===== src/rtl/spr_rom_pkg.sv =====
// Shared types and widths for the sprite/tile ROM scheduler.
package spr_rom_pkg;

    localparam int SPR_AW  = 19;
    localparam int TILE_AW = 20;
    localparam int MEM_AW  = 26;

    typedef enum logic [1:0] {IDLE, ISSUE, WAIT} state_t;
    typedef enum logic [1:0] {CH_DL, CH_SPR, CH_TILE, CH_PF} chan_t;

    // 32-bit word index to byte address inside a region, wrapping mod 2^26.
    function automatic logic [MEM_AW-1:0] word_addr(input logic [TILE_AW-1:0] w,
                                                    input logic [MEM_AW-1:0] base);
        return {{(MEM_AW-TILE_AW-2){1'b0}}, w, 2'b00} + base;
    endfunction

endpackage


===== src/rtl/spr_rom_sched_if.sv =====
// Request/response port towards the SDRAM controller (one outstanding access).
interface spr_rom_sched_if;
    import spr_rom_pkg::*;

    logic              mem_req;
    logic              mem_we;
    logic [MEM_AW-1:0] mem_addr;
    logic [15:0]       mem_wdata;
    logic              mem_ack;
    logic              mem_rvalid;
    logic [31:0]       mem_rdata;

    modport master (output mem_req, mem_we, mem_addr, mem_wdata,
                    input  mem_ack, mem_rvalid, mem_rdata);
    modport slave  (input  mem_req, mem_we, mem_addr, mem_wdata,
                    output mem_ack, mem_rvalid, mem_rdata);

endinterface


===== src/rtl/spr_rom_line.sv =====
// One cached sprite word: tag, data and a hit compare against the lookup address.
module spr_rom_line
    import spr_rom_pkg::*;
(
    input  logic              clk,
    input  logic              nRES,
    input  logic              inv,
    input  logic              load,
    input  logic [SPR_AW-1:0] load_tag,
    input  logic [31:0]       load_data,
    input  logic [SPR_AW-1:0] lookup,
    output logic              hit,
    output logic [SPR_AW-1:0] tag,
    output logic [31:0]       data
);

    logic              valid_reg;
    logic [SPR_AW-1:0] tag_reg;
    logic [31:0]       data_reg;

    // Invalidation wins over a same-cycle fill: the data is kept but not trusted.
    always_ff @(posedge clk or negedge nRES) begin
        if (!nRES) begin
            valid_reg <= 1'b0;
            tag_reg   <= '0;
            data_reg  <= '0;
        end else begin
            if (load) begin
                tag_reg  <= load_tag;
                data_reg <= load_data;
            end
            if (inv)
                valid_reg <= 1'b0;
            else if (load)
                valid_reg <= 1'b1;
        end
    end

    assign hit  = valid_reg && (tag_reg == lookup);
    assign tag  = tag_reg;
    assign data = data_reg;

endmodule


===== src/rtl/spr_rom_sched.sv =====
// Arbitrates the shared ROM port between download writes, sprite and tile reads.
// Optional SPR_PREFETCH_EN adds a speculative next-word sprite buffer.
module spr_rom_sched
    import spr_rom_pkg::*;
#(
    parameter logic [MEM_AW-1:0] SPR_BASE  = 26'h0100000,
    parameter logic [MEM_AW-1:0] TILE_BASE = 26'h0000000
) (
    input  logic               clk,
    input  logic               nRES,
    input  logic               dl_active,
    input  logic               dl_we,
    input  logic [MEM_AW-1:0]  dl_addr,
    input  logic [15:0]        dl_data,
    output logic               dl_ready,
    input  logic [SPR_AW-1:0]  spr_addr,
    output logic [31:0]        spr_dout,
    output logic               spr_valid,
    input  logic               tile_req,
    input  logic [TILE_AW-1:0] tile_addr,
    output logic [31:0]        tile_dout,
    output logic               tile_ack,
    spr_rom_sched_if.master    mem
);

    state_t            state_reg, state_next;
    chan_t             ch_reg, ch_next;
    logic              we_reg, we_next;
    logic [MEM_AW-1:0] addr_reg, addr_next;
    logic [15:0]       wdata_reg, wdata_next;
    logic [SPR_AW-1:0] itag_reg, itag_next;
    logic              rr_reg, rr_next;
    logic              dl_d_reg, tile_ack_reg;
    logic [31:0]       tile_dout_reg;

    logic              rd_done, spr_fill, dl_fall, spr_pend, tile_pend;
    logic              main_hit, main_load;
    logic [SPR_AW-1:0] main_tag, main_ld_tag;
    logic [31:0]       main_data, main_ld_data;
    logic              dl_lsb_unused;

    assign dl_lsb_unused = dl_addr[0];
    assign rd_done   = (state_reg == WAIT) && mem.mem_rvalid;
    assign spr_fill  = rd_done && (ch_reg == CH_SPR);
    assign dl_fall   = dl_d_reg && !dl_active;
    // The requester still holds tile_req during its ack cycle; do not re-issue it.
    assign tile_pend = tile_req && !tile_ack_reg;

`ifdef SPR_PREFETCH_EN
    logic              pf_hit, pf_load, pf_want_reg, pf_issue, swap;
    logic [SPR_AW-1:0] pf_tag, pf_next_tag;
    logic [31:0]       pf_data;

    assign pf_next_tag  = main_tag + 19'd1;
    assign swap         = pf_hit && !main_hit && !rd_done;
    assign pf_load      = swap || (rd_done && (ch_reg == CH_PF));
    assign main_load    = spr_fill || swap;
    assign main_ld_tag  = swap ? pf_tag  : itag_reg;
    assign main_ld_data = swap ? pf_data : mem.mem_rdata;
    assign spr_pend     = !main_hit && !pf_hit;

    spr_rom_line u_pf (
        .clk       (clk),
        .nRES      (nRES),
        .inv       (dl_fall),
        .load      (pf_load),
        .load_tag  (swap ? main_tag  : itag_reg),
        .load_data (swap ? main_data : mem.mem_rdata),
        .lookup    (spr_addr),
        .hit       (pf_hit),
        .tag       (pf_tag),
        .data      (pf_data)
    );

    always_ff @(posedge clk or negedge nRES) begin
        if (!nRES)
            pf_want_reg <= 1'b0;
        else if (dl_fall)
            pf_want_reg <= 1'b0;
        else if (spr_fill)
            pf_want_reg <= 1'b1;
        else if (pf_issue)
            pf_want_reg <= 1'b0;
    end
`else
    logic main_tag_unused;
    assign main_tag_unused = ^main_tag;
    assign main_load    = spr_fill;
    assign main_ld_tag  = itag_reg;
    assign main_ld_data = mem.mem_rdata;
    assign spr_pend     = !main_hit;
`endif

    spr_rom_line u_main (
        .clk       (clk),
        .nRES      (nRES),
        .inv       (dl_fall),
        .load      (main_load),
        .load_tag  (main_ld_tag),
        .load_data (main_ld_data),
        .lookup    (spr_addr),
        .hit       (main_hit),
        .tag       (main_tag),
        .data      (main_data)
    );

    always_comb begin
        state_next = state_reg;
        ch_next    = ch_reg;
        we_next    = we_reg;
        addr_next  = addr_reg;
        wdata_next = wdata_reg;
        itag_next  = itag_reg;
        rr_next    = rr_reg;
`ifdef SPR_PREFETCH_EN
        pf_issue   = 1'b0;
`endif
        case (state_reg)
            IDLE: begin
                if (dl_active) begin
                    if (dl_we) begin
                        state_next = ISSUE;
                        ch_next    = CH_DL;
                        we_next    = 1'b1;
                        addr_next  = {dl_addr[MEM_AW-1:1], 1'b0};
                        wdata_next = dl_data;
                    end
                end else if (spr_pend && !(tile_pend && rr_reg)) begin
                    state_next = ISSUE;
                    ch_next    = CH_SPR;
                    we_next    = 1'b0;
                    addr_next  = word_addr({1'b0, spr_addr}, SPR_BASE);
                    itag_next  = spr_addr;
                    rr_next    = 1'b1;
                end else if (tile_pend) begin
                    state_next = ISSUE;
                    ch_next    = CH_TILE;
                    we_next    = 1'b0;
                    addr_next  = word_addr(tile_addr, TILE_BASE);
                    rr_next    = 1'b0;
                end
`ifdef SPR_PREFETCH_EN
                else if (pf_want_reg && !tile_req) begin
                    state_next = ISSUE;
                    ch_next    = CH_PF;
                    we_next    = 1'b0;
                    addr_next  = word_addr({1'b0, pf_next_tag}, SPR_BASE);
                    itag_next  = pf_next_tag;
                    pf_issue   = 1'b1;
                end
`endif
            end
            ISSUE:   if (mem.mem_ack) state_next = we_reg ? IDLE : WAIT;
            WAIT:    if (mem.mem_rvalid) state_next = IDLE;
            default: state_next = IDLE;
        endcase
    end

    always_ff @(posedge clk or negedge nRES) begin
        if (!nRES) begin
            state_reg     <= IDLE;
            ch_reg        <= CH_DL;
            we_reg        <= 1'b0;
            addr_reg      <= '0;
            wdata_reg     <= '0;
            itag_reg      <= '0;
            rr_reg        <= 1'b0;
            dl_d_reg      <= 1'b0;
            tile_ack_reg  <= 1'b0;
            tile_dout_reg <= '0;
        end else begin
            state_reg    <= state_next;
            ch_reg       <= ch_next;
            we_reg       <= we_next;
            addr_reg     <= addr_next;
            wdata_reg    <= wdata_next;
            itag_reg     <= itag_next;
            rr_reg       <= rr_next;
            dl_d_reg     <= dl_active;
            tile_ack_reg <= rd_done && (ch_reg == CH_TILE) && tile_req;
            if (rd_done && (ch_reg == CH_TILE))
                tile_dout_reg <= mem.mem_rdata;
        end
    end

    assign mem.mem_req   = (state_reg == ISSUE);
    assign mem.mem_we    = we_reg;
    assign mem.mem_addr  = addr_reg;
    assign mem.mem_wdata = wdata_reg;
    assign dl_ready      = (state_reg == IDLE) && dl_active;
    assign spr_dout      = main_data;
    assign spr_valid     = main_hit;
    assign tile_dout     = tile_dout_reg;
    assign tile_ack      = tile_ack_reg;

endmodule


===== src/flat_wrapper.sv =====
// flat-port wrapper written by rule: the top's interface ports become plain ports
module spr_rom_sched_flat import spr_rom_pkg::*;
#(
    parameter logic [MEM_AW-1:0] SPR_BASE  = 26'h0100000,
    parameter logic [MEM_AW-1:0] TILE_BASE = 26'h0000000
)
  (clk, nRES, dl_active, dl_we, dl_addr, dl_data, dl_ready, spr_addr, spr_dout, spr_valid, tile_req, tile_addr, tile_dout, tile_ack, mem_mem_req, mem_mem_we, mem_mem_addr, mem_mem_wdata, mem_mem_ack, mem_mem_rvalid, mem_mem_rdata);
  spr_rom_sched_if mem_i ();
  input  logic clk;
  input  logic nRES;
  input  logic dl_active;
  input  logic dl_we;
  input  logic [MEM_AW-1:0] dl_addr;
  input  logic [15:0] dl_data;
  output logic dl_ready;
  input  logic [SPR_AW-1:0] spr_addr;
  output logic [31:0] spr_dout;
  output logic spr_valid;
  input  logic tile_req;
  input  logic [TILE_AW-1:0] tile_addr;
  output logic [31:0] tile_dout;
  output logic tile_ack;
  output wire logic [$bits(mem_i.mem_req)-1:0] mem_mem_req;
  output wire logic [$bits(mem_i.mem_we)-1:0] mem_mem_we;
  output wire logic [$bits(mem_i.mem_addr)-1:0] mem_mem_addr;
  output wire logic [$bits(mem_i.mem_wdata)-1:0] mem_mem_wdata;
  input wire logic [$bits(mem_i.mem_ack)-1:0] mem_mem_ack;
  input wire logic [$bits(mem_i.mem_rvalid)-1:0] mem_mem_rvalid;
  input wire logic [$bits(mem_i.mem_rdata)-1:0] mem_mem_rdata;
  assign mem_mem_req = mem_i.mem_req;
  assign mem_mem_we = mem_i.mem_we;
  assign mem_mem_addr = mem_i.mem_addr;
  assign mem_mem_wdata = mem_i.mem_wdata;
  assign mem_i.mem_ack = mem_mem_ack;
  assign mem_i.mem_rvalid = mem_mem_rvalid;
  assign mem_i.mem_rdata = mem_mem_rdata;
  spr_rom_sched #(.SPR_BASE(SPR_BASE), .TILE_BASE(TILE_BASE)) u_core (.clk(clk), .nRES(nRES), .dl_active(dl_active), .dl_we(dl_we), .dl_addr(dl_addr), .dl_data(dl_data), .dl_ready(dl_ready), .spr_addr(spr_addr), .spr_dout(spr_dout), .spr_valid(spr_valid), .tile_req(tile_req), .tile_addr(tile_addr), .tile_dout(tile_dout), .tile_ack(tile_ack), .mem(mem_i));
endmodule

===== config.mk =====
export PLATFORM = sky130hd
export DESIGN_NAME = spr_rom_sched_flat
export DESIGN_NICKNAME = d
export VERILOG_FILES = /design/src/rtl/spr_rom_pkg.sv /design/src/rtl/spr_rom_sched_if.sv /design/src/rtl/spr_rom_line.sv /design/src/rtl/spr_rom_sched.sv /design/src/flat_wrapper.sv
export SDC_FILE = /design/constraint.sdc
export NUM_CORES = 1
export LEC_CHECK = 0
export ABC_CLOCK_PERIOD_IN_PS = 2700
export CORE_AREA = 2 2 143 145
export CTS_BUF_LIST = sky130_fd_sc_hd__clkbuf_4 sky130_fd_sc_hd__clkbuf_8
export DETAILED_ROUTE_END_ITERATION = 10
export DIE_AREA = 0 0 145 147
export GPL_TIMING_DRIVEN = 0
export PLACE_DENSITY = 0.67
export REMOVE_ABC_BUFFERS = 1
export SLEW_MARGIN = 10
export SYNTH_ARGS = -nofsm -noshare
export SYNTH_HDL_FRONTEND = slang
export SYNTH_SLANG_ARGS = --single-unit

===== constraint.sdc =====
create_clock -name clk -period 2.7 [get_ports clk]
set_input_delay 0.27 -clock clk [delete_from_list [all_inputs] [get_ports clk]]
set_output_delay 0.27 -clock clk [all_outputs]
set_load 0.01 [all_outputs]

# Yosys cells after proc, flatten, opt, wreduce, memory -nomap -nowiden

Cells that the tools add are included.

Reductions and logical operators: 23
Muxes and demuxes: 23
Equality and inequality tests: 10
Bitwise operators: 1
$add $sub $neg: 1

Operators by type and width:

| operator                 | count |
|---|---|
| $mux W26                 | 4 |
| $add A21 B21 Y22 const B | 1 |
| $mux W2                  | 11 |
| $eq A19 B19 Y1           | 1 |
| $reduce_and A3 Y1        | 4 |
| $logic_and A1 B1 Y1      | 10 |
| $mux W1                  | 7 |
| $pmux W2 S3              | 1 |
| $eq A2 B1 Y1 const B     | 2 |
| $eq A2 B2 Y1 const B     | 2 |
| $logic_not A1 Y1         | 4 |
| $ne A2 B1 Y1 const B     | 2 |
| $ne A4 B2 Y1 const B     | 1 |
| $reduce_and A4 Y1        | 1 |
| $reduce_bool A2 Y1       | 2 |
| $ne A3 B3 Y1 const B     | 1 |
| $reduce_bool A3 Y1       | 1 |
| $logic_not A2 Y1         | 1 |
| $ne A2 B2 Y1 const B     | 1 |
| $not A1 Y1               | 1 |

Logic and storage cells: 71
Bits in registers: 153

# Logic depth before layout (Yosys ltp)

Depth after elaboration: 8
Mapped depth: 10

# By module

From an unflattened synthesis, not the netlist that was laid out.

Cell total of the unflattened synthesis: 421
Area total of the unflattened synthesis: 6277.3 sq um

By module, submodules not included:

| module        | area each (sq um) | times used | cells an instance |
|---|---|---|---|
| spr_rom_sched | 4145.2            | 1          | 284 |
| spr_rom_line  | 2132.0            | 1          | 137 |

# Worst setup path after synthesis

No wires, ideal clock.

Path kind: input -> register
Start point: in dl_active
End point: reg u_core.wdata_reg[11] (netlist: u_core.mem.mem_wdata[11])
Buffers on the path: 3
Setup time: 0.125 ns
Cell stages on the path: 6
Path slack: 0.704 ns
Arrival time: 1.871 ns
Cell sequence: clkbuf_1 nor3b_1 and2_1 clkbuf_2 clkbuf_1 mux2_2

Word-level cells in the longest chain between the ends: 1

Ends and longest elaborated chain:

| item                               | line                 | RTL |
|---|---|---|
| start, declared                    | flat_wrapper.sv:11   | `input logic dl_active;` |
| $reduce_and A3 Y1 (no source line) | n/a                  |  |
| end signal, assigned               | spr_rom_sched.sv:176 | `wdata_reg <= wdata_next;` |
| end, declared                      | spr_rom_sched.sv:30  | `logic [15:0] wdata_reg, wdata_next;` |

No other way between the ends.
A chain may end at the register's enable or synchronous reset.

# Worst setup path in the final report

Start point: reg u_core.u_main.tag_reg[16] (netlist: u_core.u_main.tag[16])
End point: reg u_core.addr_reg[3] (netlist: u_core.mem.mem_addr[3])

Word-level cells in the longest chain between the ends: 6

Ends and longest elaborated chain:

| item                                                                   | line                 | RTL |
|---|---|---|
| start, declared                                                        | spr_rom_line.sv:18   | `logic [SPR_AW-1:0] tag_reg;` |
| start signal, assigned                                                 | spr_rom_line.sv:29   | `tag_reg <= load_tag;` |
| $eq A19 B19 Y1 (*)                                                     | spr_rom_line.sv:39   | `assign hit = valid_reg && (tag_reg == lookup);` |
| $logic_and A1 B1 Y1 (*)                                                | spr_rom_line.sv:39   |  |
| $logic_not A1 Y1 (*)                                                   | spr_rom_sched.sv:91  | `assign spr_pend = !main_hit;` |
| $logic_and A1 B1 Y1 (*)                                                | spr_rom_sched.sv:128 | `end else if (spr_pend && !(tile_pend && rr_reg)) begin` |
| $reduce_bool A3 Y1 (no source line) / $mux W26 (equally long branches) | n/a                  |  |
| $reduce_and A3 Y1 (no source line) / $mux W26 (equally long branches)  | n/a                  |  |
| end signal, assigned                                                   | spr_rom_sched.sv:175 | `addr_reg <= addr_next;` |
| end, declared                                                          | spr_rom_sched.sv:29  | `logic [MEM_AW-1:0] addr_reg, addr_next;` |

Every way passes the cells marked *; elsewhere a longest branch is shown, timed or not.

==> impl_metrics.env <==
export IMPL_drtIter0Drc=122
export IMPL_fillCellCount=1765
export IMPL_dr_max_layer_used="met4"
export IMPL_relSlewSlack_pct=50.1
export IMPL_max_cap_violations=0
export IMPL_drt_total_wl_um=16300
export IMPL_synth_flop_cell="dfrtp_1"
export IMPL_wire_per_inst_um=16.9
export IMPL_h_tree_depth=4
export IMPL_fin_skew_ns=0.00758
export IMPL_synthCells=444
export IMPL_hold_slack_ns=0.356
export IMPL_async_flop_share_pct=100
export IMPL_dr_total_vias=4527
export IMPL_clock_path_buffers=2
export IMPL_timing_final_setup_violations=0
export IMPL_rrSetupSlack_ns=0.17
export IMPL_avgSynthCellArea_um2=14.0
export IMPL_track_usage_pct=15.8
export IMPL_grt_antenna_before_repair=0
export IMPL_place_area_mm2=0.00888
export IMPL_tightest_slew_ns=0.745
export IMPL_grt_pass1_wl_um=26700
export IMPL_hold_path_class="input pin to async pin"
export IMPL_fin_area_mm2=0.00939
export IMPL_min_period_over_period_pct=93.7
export IMPL_m1WireLength_um=6400
export IMPL_route_detailed_drc=0
export IMPL_insertion_delay_ns=0.43
export IMPL_nets=801
export IMPL_synth_distinct_cells=35
export IMPL_synth_enable_flop_cells=0
export IMPL_drv_slew=0
export IMPL_power_leakage_nw=4.04
export IMPL_fp_dieH_um=147
export IMPL_final_hold_violation_count=0
export IMPL_clock_sinks=152
export IMPL_dr_wl_met2_um=8400
export IMPL_root_buffer="clkbuf_8"
export IMPL_ant_nets=0
export IMPL_worst_setup_path_end_kind="register"
export IMPL_layout_common_cells="clkdlybuf4s50_1 (225), dfrtp_1 (152), mux2_2 (119)"
export IMPL_status="finished clean"
export IMPL_clk_pin_slew_worst_paths_ns=0.08
export IMPL_syn_to_final_growth_pct=51.6
export IMPL_coreArea_mm2=0.0198
export IMPL_num_rows=52
export IMPL_worstPathMaxFanout=20
export IMPL_critical_path_class="register to register"
export IMPL_numPortBuffers=228
export IMPL_power_density_mw_per_mm2=989
export IMPL_yosysWarnings=0
export IMPL_route_met3_wl_um=1410
export IMPL_vias_per_cell=4.70
export IMPL_diodes=0
export IMPL_syn_cell_area_mm2=0.00620
export IMPL_grt_remaining_overflow=0
export IMPL_final_common_cell="clkdlybuf4s50_1"
export IMPL_initial_core_util_pct=31.2
export IMPL_cp_required_ns=3.03
export IMPL_die_x_um=145
export IMPL_cts_tree="yes"
export IMPL_first_pass_iters=4
export IMPL_ir_worst_vdd_mv=0.434
export IMPL_period_needed_ns=2.53
export IMPL_io_pins=231
export IMPL_drive_above_1_share_pct=26.0
export IMPL_fmax_mhz=395
export IMPL_grt_max_degree=93
export IMPL_ys_ff_latch=152
export IMPL_worstSetupStartpointType="register"
export IMPL_dp_hpwl_um=11900
export IMPL_place_congestion=0.771
export IMPL_seq_area_frac_synth_pct=61.4
export IMPL_cts_buffers=17
export IMPL_rsz0062_at_grt="false"
export IMPL_grt_pass1_vias=5041
export IMPL_die_area_mm2=0.0213
export IMPL_worst_ep_arrival_time_ns=2.86
==> worst max-delay path, stage by stage (launching register included) <==
cell and delay [ns]:
dfrtp_1 0.40, xor2_1 0.17, nor4_4 0.39, nand3_2 0.13
buf_4 0.18, o41ai_4 0.74, buf_6 0.27, nand2_1 0.07
o31ai_1 0.07
==> routing by layer <==
metal / vias to the layer above / global-route usage, %
li1: 2067 / -
met1: 2291 / 17.6
met2: 163 / 27.8
met3: 6 / 6.89
met4: 0 / 4.26
met5: - / 0
==> cells by family (layout without fill, tap and decap cells) <==
kind of cell           count (synthesis)  in the layout  share of synthesized area (%)
AO/OA/AOI/OAI                         54             54                           6.24
XOR/XNOR                              19             19                           2.69
buffers and inverters                 31            280                           2.46
flip-flops                           152            152                           61.4
multiplexers                         121            121                           22.0
other                                  1              1                         0.0605
AND/OR/NAND/NOR                       66             66                           5.21
==> through the flow <==
stage	cells	power [mW]	setup TNS [ns]	util (%)	setup slack, ns
2_1_floorplan	417	5.32	-176.06	-	-2.36
3_3_place_gp	915	7.21	-1186.85	43.7	-5.39
3_5_place_dp	929	7.42	-61.96	44.8	-1.20
4_1_cts	963	9.41	0	47.3	0.0307
5_1_grt	963	9.87	0	47.3	0.00743
6_report	963	9.29	0	47.3	0.169
==> report_power, final <==
part	internal [mW]	total, mW	switching (mW)
logic	2.20	3.62	1.42
clock network	1.06	1.90	0.837
registers	3.23	3.76	0.536
total	6.49	9.29	2.80
==> timing repair <==
action | in CTS | in global routing
hold endpoints to repair | 60 | 0
gates resized for setup | 10 | 2
buffers inserted | 2 | 0
endpoints found under the setup margin | 68 | 5
hold buffers | 1 | 0
pin swaps | 3 | 1
==> cell type report <==
cell class	count	area [um2]	area share (%)
sequential	152	3800	40.5
timing repair buffer	245	2480	26.4
multi-input combinational	261	2310	24.6
tap	270	338	3.60
clock buffer	20	269	2.86
clock inverter	11	171	1.82
inverter	4	15.0	0.160
==> worst paths after layout <==
path | startpoint | end | cells past startpoint
hold / removal | nRES | u_core.mem.mem_addr[7] | 2
max in group asynchronous | nRES | u_core.u_main.data[24] | 3
setup / recovery | u_core.u_main.tag[16] | u_core.mem.mem_addr[3] | 8
min in group clk | u_core.dl_d_reg | u_core.u_main.valid_reg | 1
hold reg to reg | u_core.dl_d_reg | u_core.u_main.valid_reg | 1
setup reg to reg | u_core.u_main.tag[16] | u_core.mem.mem_addr[3] | 8
==> cell usage after synthesis, types with 2 or more instances <==
master       n  share of area [%]
and2_1       3               0.30
nor2_1       4               0.24
nor3_1      19                1.5
a21oi_1      2               0.16
mux2i_1      2               0.32
clkbuf_1     7               0.42
a2bb2oi_1    2               0.28
nor2b_1      2               0.20
mux2_2     119                 22
buf_2       16                1.3
nor4_1       5               0.50
dfrtp_1    152                 61
buf_4        2               0.24
xor2_1      18                2.5
o31ai_1     20                2.4
inv_1        3               0.18
nor3b_1      3               0.36
nand2_1     24                1.5
nand2b_1     2               0.20
a22o_1       5               0.71
o22ai_1     18                1.8
o21ai_1      3               0.24
Power figures use the tool's default switching activity.
